### src/rtl/mdu_pkg.sv
// rtl/mdu_pkg.sv - shared op encodings, FSM states and sizing helper for the MDU
package mdu_pkg;

  localparam logic [2:0] MDU_MULT  = 3'b000;
  localparam logic [2:0] MDU_MULTU = 3'b001;
  localparam logic [2:0] MDU_DIV   = 3'b010;
  localparam logic [2:0] MDU_DIVU  = 3'b011;
  localparam logic [2:0] MDU_MTHI  = 3'b100;
  localparam logic [2:0] MDU_MTLO  = 3'b101;

  typedef enum logic [1:0] {
    ST_IDLE,
    ST_MUL,
    ST_DIV,
    ST_FIX
  } mdu_state_e;

  function automatic int cnt_width(input int n);
    return (n < 1) ? 1 : $clog2(n + 1);
  endfunction

endpackage

### src/rtl/mdu_iter_div.sv
// rtl/mdu_iter_div.sv - div_step_unit: unsigned restoring divider, one quotient bit per run cycle
module div_step_unit
  import mdu_pkg::*;
#(
  parameter int WIDTH = 32
) (
  input  logic             clk,
  input  logic             rst_n,
  input  logic             load,
  input  logic [WIDTH-1:0] a,
  input  logic [WIDTH-1:0] b,
  input  logic             run,
  output logic [WIDTH-1:0] quot,
  output logic [WIDTH-1:0] rem,
  output logic             last
);

  localparam int CW = cnt_width(WIDTH);

  logic [WIDTH-1:0] quot_q, quot_d;
  logic [WIDTH-1:0] rem_q, rem_d;
  logic [WIDTH-1:0] dvs_q, dvs_d;
  logic [CW-1:0]    cnt_q, cnt_d;
  logic [WIDTH:0]   trial;
  logic             fits;

  // Quotient register doubles as the dividend shifter: its MSB feeds the partial remainder.
  assign trial = {rem_q, quot_q[WIDTH-1]};
  assign fits  = (trial >= {1'b0, dvs_q});

  always_comb begin
    quot_d = quot_q;
    rem_d  = rem_q;
    dvs_d  = dvs_q;
    cnt_d  = cnt_q;
    if (load) begin
      quot_d = a;
      rem_d  = '0;
      dvs_d  = b;
      cnt_d  = '0;
    end else if (run) begin
      quot_d = {quot_q[WIDTH-2:0], fits};
      rem_d  = fits ? (trial[WIDTH-1:0] - dvs_q) : trial[WIDTH-1:0];
      cnt_d  = cnt_q + CW'(1);
    end
  end

  always_ff @(posedge clk or negedge rst_n) begin
    if (!rst_n) begin
      quot_q <= '0;
      rem_q  <= '0;
      dvs_q  <= '0;
      cnt_q  <= '0;
    end else begin
      quot_q <= quot_d;
      rem_q  <= rem_d;
      dvs_q  <= dvs_d;
      cnt_q  <= cnt_d;
    end
  end

  assign quot = quot_q;
  assign rem  = rem_q;
  assign last = run && (cnt_q == CW'(WIDTH - 1));

endmodule

### src/rtl/mdu_iter.sv
// rtl/mdu_iter.sv - multi-cycle multiply/divide unit owning the HI/LO registers
module mdu_iter
  import mdu_pkg::*;
#(
  parameter int WIDTH   = 32,
  parameter int MUL_LAT = 5
) (
  input  logic             clk,
  input  logic             rst_n,
  input  logic             start,
  input  logic [2:0]       op,
  input  logic [WIDTH-1:0] a,
  input  logic [WIDTH-1:0] b,
  output logic             busy,
  output logic             done,
  output logic [WIDTH-1:0] hi,
  output logic [WIDTH-1:0] lo
);

  localparam int CW = cnt_width(MUL_LAT);

  mdu_state_e       state_q, state_d;
  logic [CW-1:0]    cnt_q, cnt_d;
  logic [WIDTH-1:0] a_q, a_d, b_q, b_d;
  logic             sgn_q, sgn_d;
  logic [WIDTH-1:0] hi_q, hi_d, lo_q, lo_d;
  logic             busy_q, busy_d, done_q, done_d;

  logic             div_load, div_run, div_last;
  logic             div_signed;
  logic [WIDTH-1:0] a_mag, b_mag, div_quot, div_rem;
  logic [WIDTH-1:0] quot_fix, rem_fix;
  logic [2*WIDTH-1:0] ext_a, ext_b, product;

  assign div_signed = (op == MDU_DIV);
  assign a_mag = (div_signed && a[WIDTH-1]) ? -a : a;
  assign b_mag = (div_signed && b[WIDTH-1]) ? -b : b;

  div_step_unit #(.WIDTH(WIDTH)) u_div (
    .clk  (clk),
    .rst_n(rst_n),
    .load (div_load),
    .a    (a_mag),
    .b    (b_mag),
    .run  (div_run),
    .quot (div_quot),
    .rem  (div_rem),
    .last (div_last)
  );

  // Sign-extending both operands to 2*WIDTH makes one modular multiply serve MULT and MULTU.
  assign ext_a   = {{WIDTH{sgn_q & a_q[WIDTH-1]}}, a_q};
  assign ext_b   = {{WIDTH{sgn_q & b_q[WIDTH-1]}}, b_q};
  assign product = ext_a * ext_b;

  assign quot_fix = (sgn_q && (a_q[WIDTH-1] ^ b_q[WIDTH-1])) ? -div_quot : div_quot;
  assign rem_fix  = (sgn_q && a_q[WIDTH-1]) ? -div_rem : div_rem;

  always_comb begin
    state_d  = state_q;
    cnt_d    = cnt_q;
    a_d      = a_q;
    b_d      = b_q;
    sgn_d    = sgn_q;
    hi_d     = hi_q;
    lo_d     = lo_q;
    busy_d   = busy_q;
    done_d   = 1'b0;
    div_load = 1'b0;
    div_run  = 1'b0;
    case (state_q)
      ST_IDLE: begin
        if (start) begin
          case (op)
            MDU_MULT, MDU_MULTU: begin
              a_d     = a;
              b_d     = b;
              sgn_d   = (op == MDU_MULT);
              cnt_d   = CW'(MUL_LAT - 1);
              busy_d  = 1'b1;
              state_d = ST_MUL;
            end
            MDU_DIV, MDU_DIVU: begin
              a_d      = a;
              b_d      = b;
              sgn_d    = div_signed;
              div_load = 1'b1;
              busy_d   = 1'b1;
              state_d  = ST_DIV;
            end
            MDU_MTHI: hi_d = a;
            MDU_MTLO: lo_d = a;
            default: ;
          endcase
        end
      end
      ST_MUL: begin
        if (cnt_q == '0) begin
          {hi_d, lo_d} = product;
          busy_d       = 1'b0;
          done_d       = 1'b1;
          state_d      = ST_IDLE;
        end else begin
          cnt_d = cnt_q - CW'(1);
        end
      end
      ST_DIV: begin
        div_run = 1'b1;
        if (div_last) state_d = ST_FIX;
      end
      ST_FIX: begin
        // A zero divisor overrides the raw datapath result; MIN/-1 falls out naturally.
        if (b_q == '0) begin
          lo_d = '1;
          hi_d = a_q;
        end else begin
          lo_d = quot_fix;
          hi_d = rem_fix;
        end
        busy_d  = 1'b0;
        done_d  = 1'b1;
        state_d = ST_IDLE;
      end
      default: state_d = ST_IDLE;
    endcase
  end

  always_ff @(posedge clk or negedge rst_n) begin
    if (!rst_n) begin
      state_q <= ST_IDLE;
      cnt_q   <= '0;
      a_q     <= '0;
      b_q     <= '0;
      sgn_q   <= 1'b0;
      hi_q    <= '0;
      lo_q    <= '0;
      busy_q  <= 1'b0;
      done_q  <= 1'b0;
    end else begin
      state_q <= state_d;
      cnt_q   <= cnt_d;
      a_q     <= a_d;
      b_q     <= b_d;
      sgn_q   <= sgn_d;
      hi_q    <= hi_d;
      lo_q    <= lo_d;
      busy_q  <= busy_d;
      done_q  <= done_d;
    end
  end

  assign busy = busy_q;
  assign done = done_q;
  assign hi   = hi_q;
  assign lo   = lo_q;

endmodule

### config.mk
export PLATFORM = sky130hd
export DESIGN_NAME = mdu_iter
export DESIGN_NICKNAME = d
export VERILOG_FILES = /design/src/rtl/mdu_pkg.sv /design/src/rtl/mdu_iter_div.sv /design/src/rtl/mdu_iter.sv
export SDC_FILE = /design/constraint.sdc
export NUM_CORES = 2
export LEC_CHECK = 0
export ABC_AREA = 1
export CAP_MARGIN = 20
export CORE_MARGIN = 2
export CORE_UTILIZATION = 53
export CTS_CLUSTER_DIAMETER = 150
export DETAILED_ROUTE_END_ITERATION = 8
export GPL_TIMING_DRIVEN = 1
export HOLD_SLACK_MARGIN = 0.1
export PLACE_DENSITY = 0.7
export SYNTH_ARGS = -nofsm -noshare
export SYNTH_HDL_FRONTEND = slang
export SYNTH_SLANG_ARGS = --single-unit
### constraint.sdc
create_clock -name clk -period 15.7 [get_ports clk]
set_input_delay 3.14 -clock clk [delete_from_list [all_inputs] [get_ports clk]]
set_output_delay 3.14 -clock clk [all_outputs]
set_load 0.005 [all_outputs]
* After elaboration in Yosys (flattened, before gate mapping)
Index checks and enable logic that the tools add are counted.
Word-level totals: ROM bits 0, register bits after elaboration 238, bits in latches 0, output and inout bits 66, RAM bits 0, logic and storage cells 107, bits of input ports 70, memories kept 0
Operators by class: shift operators 0, reductions and logical operators 23, bitwise gates (word level) 3, div/mod/pow operators 0, multiply operators 1, equality and inequality tests 18, add/subtract/negate cells 7, order comparisons 1, muxes and demuxes 41
Operators by type and width (count):
- two-way mux 32 bit | 17
- one-hot mux 32 bit (3 select lines) | 2
- negation 32 bit | 4
- multiplier 33 x 33 -> 64 bit | 1
- greater-or-equal comparator 33 x 32 -> 1 bit | 1
- logical NOT 32 bit | 1
- subtractor 32 bit | 1
- AND reduction 4 bit | 5
- two-way mux 6 bit | 2
- inequality test 2 bit, second input constant | 5
- two-way mux 3 bit | 3
- two-way mux 1 bit | 8
- one-hot mux 2 bit (4 select lines) | 1
- adder 6 x 1 -> 6 bit, second input constant | 1
- equality test 3 x 2 -> 1 bit, second input constant | 2
- equality test 3 bit, second input constant | 2
- equality test 6 x 5 -> 1 bit, second input constant | 1
- logical NOT 3 bit | 2
- two-way mux 2 bit | 3
- inequality test 2 x 1 -> 1 bit, second input constant | 3
- one-hot mux 3 bit (2 select lines) | 1
- AND reduction 3 bit | 2
- nonzero test 2 bit | 3
- logical AND 1 bit | 5
- other kinds (14) | 18

* Depth between registers and ports, before layout
word-level depth 6, gate-level depth with buffers 36, gate-level depth less buffers 33

* Hierarchy
From an unflattened synthesis, not the netlist that was laid out.
Unflattened totals: cell total of the unflattened synthesis 7763, area, all modules 57282.4 um^2
By module, submodules not included:
- mdu_iter | cells an instance 6693, instances 1, sequential area each 3403.3 um^2, area an instance 50076.8 um^2
- div_step_unit | cells an instance 1070, instances 1, sequential area each 2552.4 um^2, area an instance 7205.7 um^2

* Worst setup path before layout
Ideal clock, no wire load.
path type register to register, from reg a_q[31], to reg hi_q[29], in the netlist hi[29], setup slack 7840 ps, data arrival time 7737 ps, library setup time 122 ps, buffers on the path 4, period minus slack after synthesis 7860 ps, stages on the path, launching flop included 33, required time 15578 ps, cell sequence dfrtp_1 > buf_2 > nand2_1 > buf_2 > clkbuf_1 > clkbuf_1 > nor2_1 > fa_1 > inv_1 > fa_1 > inv_1 > fa_1 > inv_1 > fa_1 > fa_1 > inv_1 > fa_1 > inv_1 > fa_1 > fa_1 > inv_1 > ha_1 > nand2_1 > nor2_1 > inv_1 > nor2_1 > nand2_1 > nor3_1 > nand2_1 > nand3_1 > nand2_1 > nand3_1 > a21oi_1
Between the ends: cells in the longest elaborated chain, start to end 4, elaborated cells on any way between the ends 7, classes of those cells mul: 1; mux: 4; bitwise: 1; reduce/logical: 1
RTL lines:
- start, declared | line mdu_iter.sv:24 | logic [WIDTH-1:0] a_q, a_d, b_q, b_d;
- start signal, assigned | line mdu_iter.sv:132 | a_q <= '0;
- start signal, assigned | line mdu_iter.sv:142 | a_q <= a_d;
- AND 1 bit / logical AND 1 bit (equally long branches) | line mdu_iter.sv:52, mdu_iter.sv:57
- multiplier 33 x 33 -> 64 bit / two-way mux 32 bit (equally long branches) | line mdu_iter.sv:54, mdu_iter.sv:57
- two-way mux 32 bit, on equally long branches | line mdu_iter.sv:98, mdu_iter.sv:113
- one-hot mux 32 bit (3 select lines) * | line mdu_iter.sv:71 | case (state_q)
- end signal, assigned | line mdu_iter.sv:145 | hi_q <= hi_d;
- end, declared | line mdu_iter.sv:26 | logic [WIDTH-1:0] hi_q, hi_d, lo_q, lo_d;
Every way passes the cells marked *; elsewhere a longest branch is shown, timed or not. The select of a mux whose other input is x is not followed. A chain may end at the register's enable or synchronous reset.

* Final worst setup path
from reg a_q[31], to reg hi_q[22], in the netlist hi[22]
The elaborated chain is that of the path after synthesis.

==> results.md <==
- Dpl hpwl: 166 mm
- Die outline height: 333 um
- DR vias/cell: approximately 5.5
- Worst skew pair latency: 0.63 ns
- Post-synth EDFFs: 0
- Clk sinks: about 240
- Synth warn: 0
- Min cycle time layout: between 8 and 9 ns
- Setup TNS: 0 ns
- CP Capture Type: flip-flop
- Synthesized area per cell: approximately 7.4 um2
- Share of the synthesized area in the top cell type: about two fifths
- Largest net degree at the start of global routing: between 100 and 150
- Post_cts resized: 0
- # setup viols final: 0
- Unique masters post-synth: 52
- Vias in the first global route: around 52000
- Register bit total from synthesis: 238
- Initial antenna violation count: 4
- First-pass GRT wire length: about 320 mm
- Syn nets: about 9000
- IO Count: ~140
- Fillers: 10288
- CTS tree: yes
- Final hold violation count: 0
- Final layout net count: between 9000 and 10000
- Data arrival, critical path: 9.20 ns
- GRT Total Usage: approximately two fifths
- Post-CTS Hold Buffers: 0
- DRT Pass-1 Iters: 7
- Root buffer cell: clkbuf_16
- Startpoint Class: flip-flop
- Overflow after GRT: 0
- Layout Skew: around 0.023 ns
- RSZ-0062 raised after global routing: false
- Post-CTS Setup Bufs: 0
- DR vias: ~50000
- Final slew viol count: 0
- Share of layout cells above drive strength 1: roughly 2.7%
- Worst Max-Slew Pin Slew: approximately 1.0 ns
- Clock-pin slew on the worst setup and hold paths: around 0.080 ns
- Post-synth top flop: dfrtp_1
- Register area: roughly 6000 um2
- Most used cell, CP: fa_1
- Cell taking the most area after synthesis: fa_1
- DIE AREA: between 100000 and 150000 um2
- ANT nets after route: 0
- Critical-path top delay cell: fa_1
- Cells after Synth: approximately 7800
- Starting Density: 53.4%
- Multi-input logic area: approximately 42000 um2
- Initial DRC count: 4937
- Status: finished clean
- Drt drc: 0
- Max-Cap Viols: 0
- Area growth from synthesis to layout: 5.74%
- Core ar.: 107000 um2
- FFs w/ async S/R, synth: 100%
- Worst path max stage delay: slightly above 0.9 ns
- Worst Path Required: approximately 16 ns
- Sequential area share after synthesis: about a tenth
- Commonest non-fill, non-tap cell in the layout: nand2_1
- Hold Path Class: flip-flop to flip-flop
- R2r setup slk: around 7.0 ns
- Max frequency: 115 MHz
- Routed WL: just over 200 mm
- Worst Setup Path Type: flip-flop to flip-flop
- Slew HR: 31.0%
- Num CTS Buffers: 29
- Commonest non-fill, non-tap cells in the layout: 2102 x nand2_1, 2006 x inv_1, 1126 x fa_1, 444 x nor2_1, 359 x nand3_1
- Global placement routability congestion: around 1.1
- Maximum clock insertion buffer count: 3
- WL/cell: between 20 and 25 um
- Synth area leaders: fa_1 39%, nand2_1 14%, inv_1 13%
- IO Port Bufs: around 140
- Die width: 333 um
- Maximum fanout along the worst path: 51
- Rows: 120
- Synth Cell Area: 57200 um2
- Post-route clock period utilization: between 50% and 60%
- CTS H-tree lvls: 1
[worst max-delay path, delay by kind of cell, from the launching register on]
| family | cells | cell delay [ns] |
|---|---|---|
| AND/OR/NAND/NOR | 11 | 1.43 |
| flip-flops | 1 | 0.36 |
| buffers and inverters | 9 | 1.63 |
| AO/OA/AOI/OAI | 1 | 0.07 |
| adder cells (fa/ha/maj) | 9 | 5.06 |
[worst paths after layout]
check,startpoint,to,cells after the start
worst max register to register,a_q[31],hi[22],30
worst min register to register,u_div.dvs_q[26],u_div.dvs_q[26],2
min in group asynchronous,rst_n,cnt_q[1],1
worst max-delay path,a_q[31],hi[22],30
worst min-delay path,u_div.dvs_q[26],u_div.dvs_q[26],2
max in group asynchronous,rst_n,u_div.quot[26],2
[state kept, by name, indices dropped and copies added (netlist names)]
register / count
a_q: 32
lo: 32
cnt_q: 3
u_div.cnt_q: 6
hi: 32
u_div.quot: 32
busy: 1
done: 1
b_q: 32
u_div.dvs_q: 32
u_div.rem: 32
sgn_q: 1
state_q: 2
[kinds of logic (layout without fill, tap and decap cells)]
family | count (synthesis) | after routing | synth area share (%)
AND/OR/NAND/NOR | 3092 | 3092 | 21.9
buffers and inverters | 2386 | 2296 | 15.9
adder cells (fa/ha/maj) | 1378 | 1378 | 44.9
AO/OA/AOI/OAI | 627 | 627 | 5.95
flip-flops | 238 | 238 | 10.4
XOR/XNOR | 59 | 59 | 0.903
other | 0 | 4 | 0
[stage by stage]
| stage | util, % | worst slack, ns | instance area, um2 | instances | hold WS, ns |
|---|---|---|---|---|---|
| 2_1_floorplan | - | 7.84 | 57200 | 7780 | 0.449 |
| 3_3_place_gp | 55.6 | 6.96 | 59500 | 9039 | 0.466 |
| 3_5_place_dp | 55.6 | 7.00 | 59500 | 9039 | 0.469 |
| 4_1_cts | 56.5 | 6.93 | 60500 | 9092 | 0.487 |
| 5_1_grt | 56.5 | 6.40 | 60500 | 9094 | 0.494 |
| 6_report | 56.5 | 6.98 | 60500 | 9097 | 0.486 |
[layer usage]
| metal | up-vias | routed length [um] | GRT usage (%) |
|---|---|---|---|
| met5 | - | 12 | 0 |
| met2 | 2461 | 92400 | 60.6 |
| met1 | 25067 | 82000 | 51.4 |
| met4 | 2 | 12300 | 18.4 |
| met3 | 524 | 18500 | 5.75 |
| li1 | 22408 | - | - |
[layout make-up]
class                           instances  share of cell area [%]
Multi-Input combinational cell       5156                    69.7
Inverter                             2021                    12.5
Sequential cell                       238                    9.85
Timing Repair Buffer                  222                    3.38
Tap cell                             1403                    2.90
Clock buffer                           36                    1.31
Clock inverter                         17                   0.271
Antenna cell                            4                  0.0165
[cells in the mapped netlist (14+ instances only)]
library cell / n
or2_2: 16
inv_1: 2006
o22ai_1: 17
ha_1: 252
nor2_1: 444
fa_1: 1126
nand3b_1: 15
xnor2_1: 19
inv_2: 14
xor2_1: 40
o21ai_1: 29
nand2_1: 2104
o21bai_1: 16
dfrtp_1: 238
a21oi_1: 231
buf_2: 40
o21ai_0: 267
nand4_1: 63
clkbuf_1: 310
nand3_1: 359
nor3_1: 42
Power is left out: the tool's default activity adds up to more than one toggle a clock period on the data nets, which glitch-free logic cannot reach.
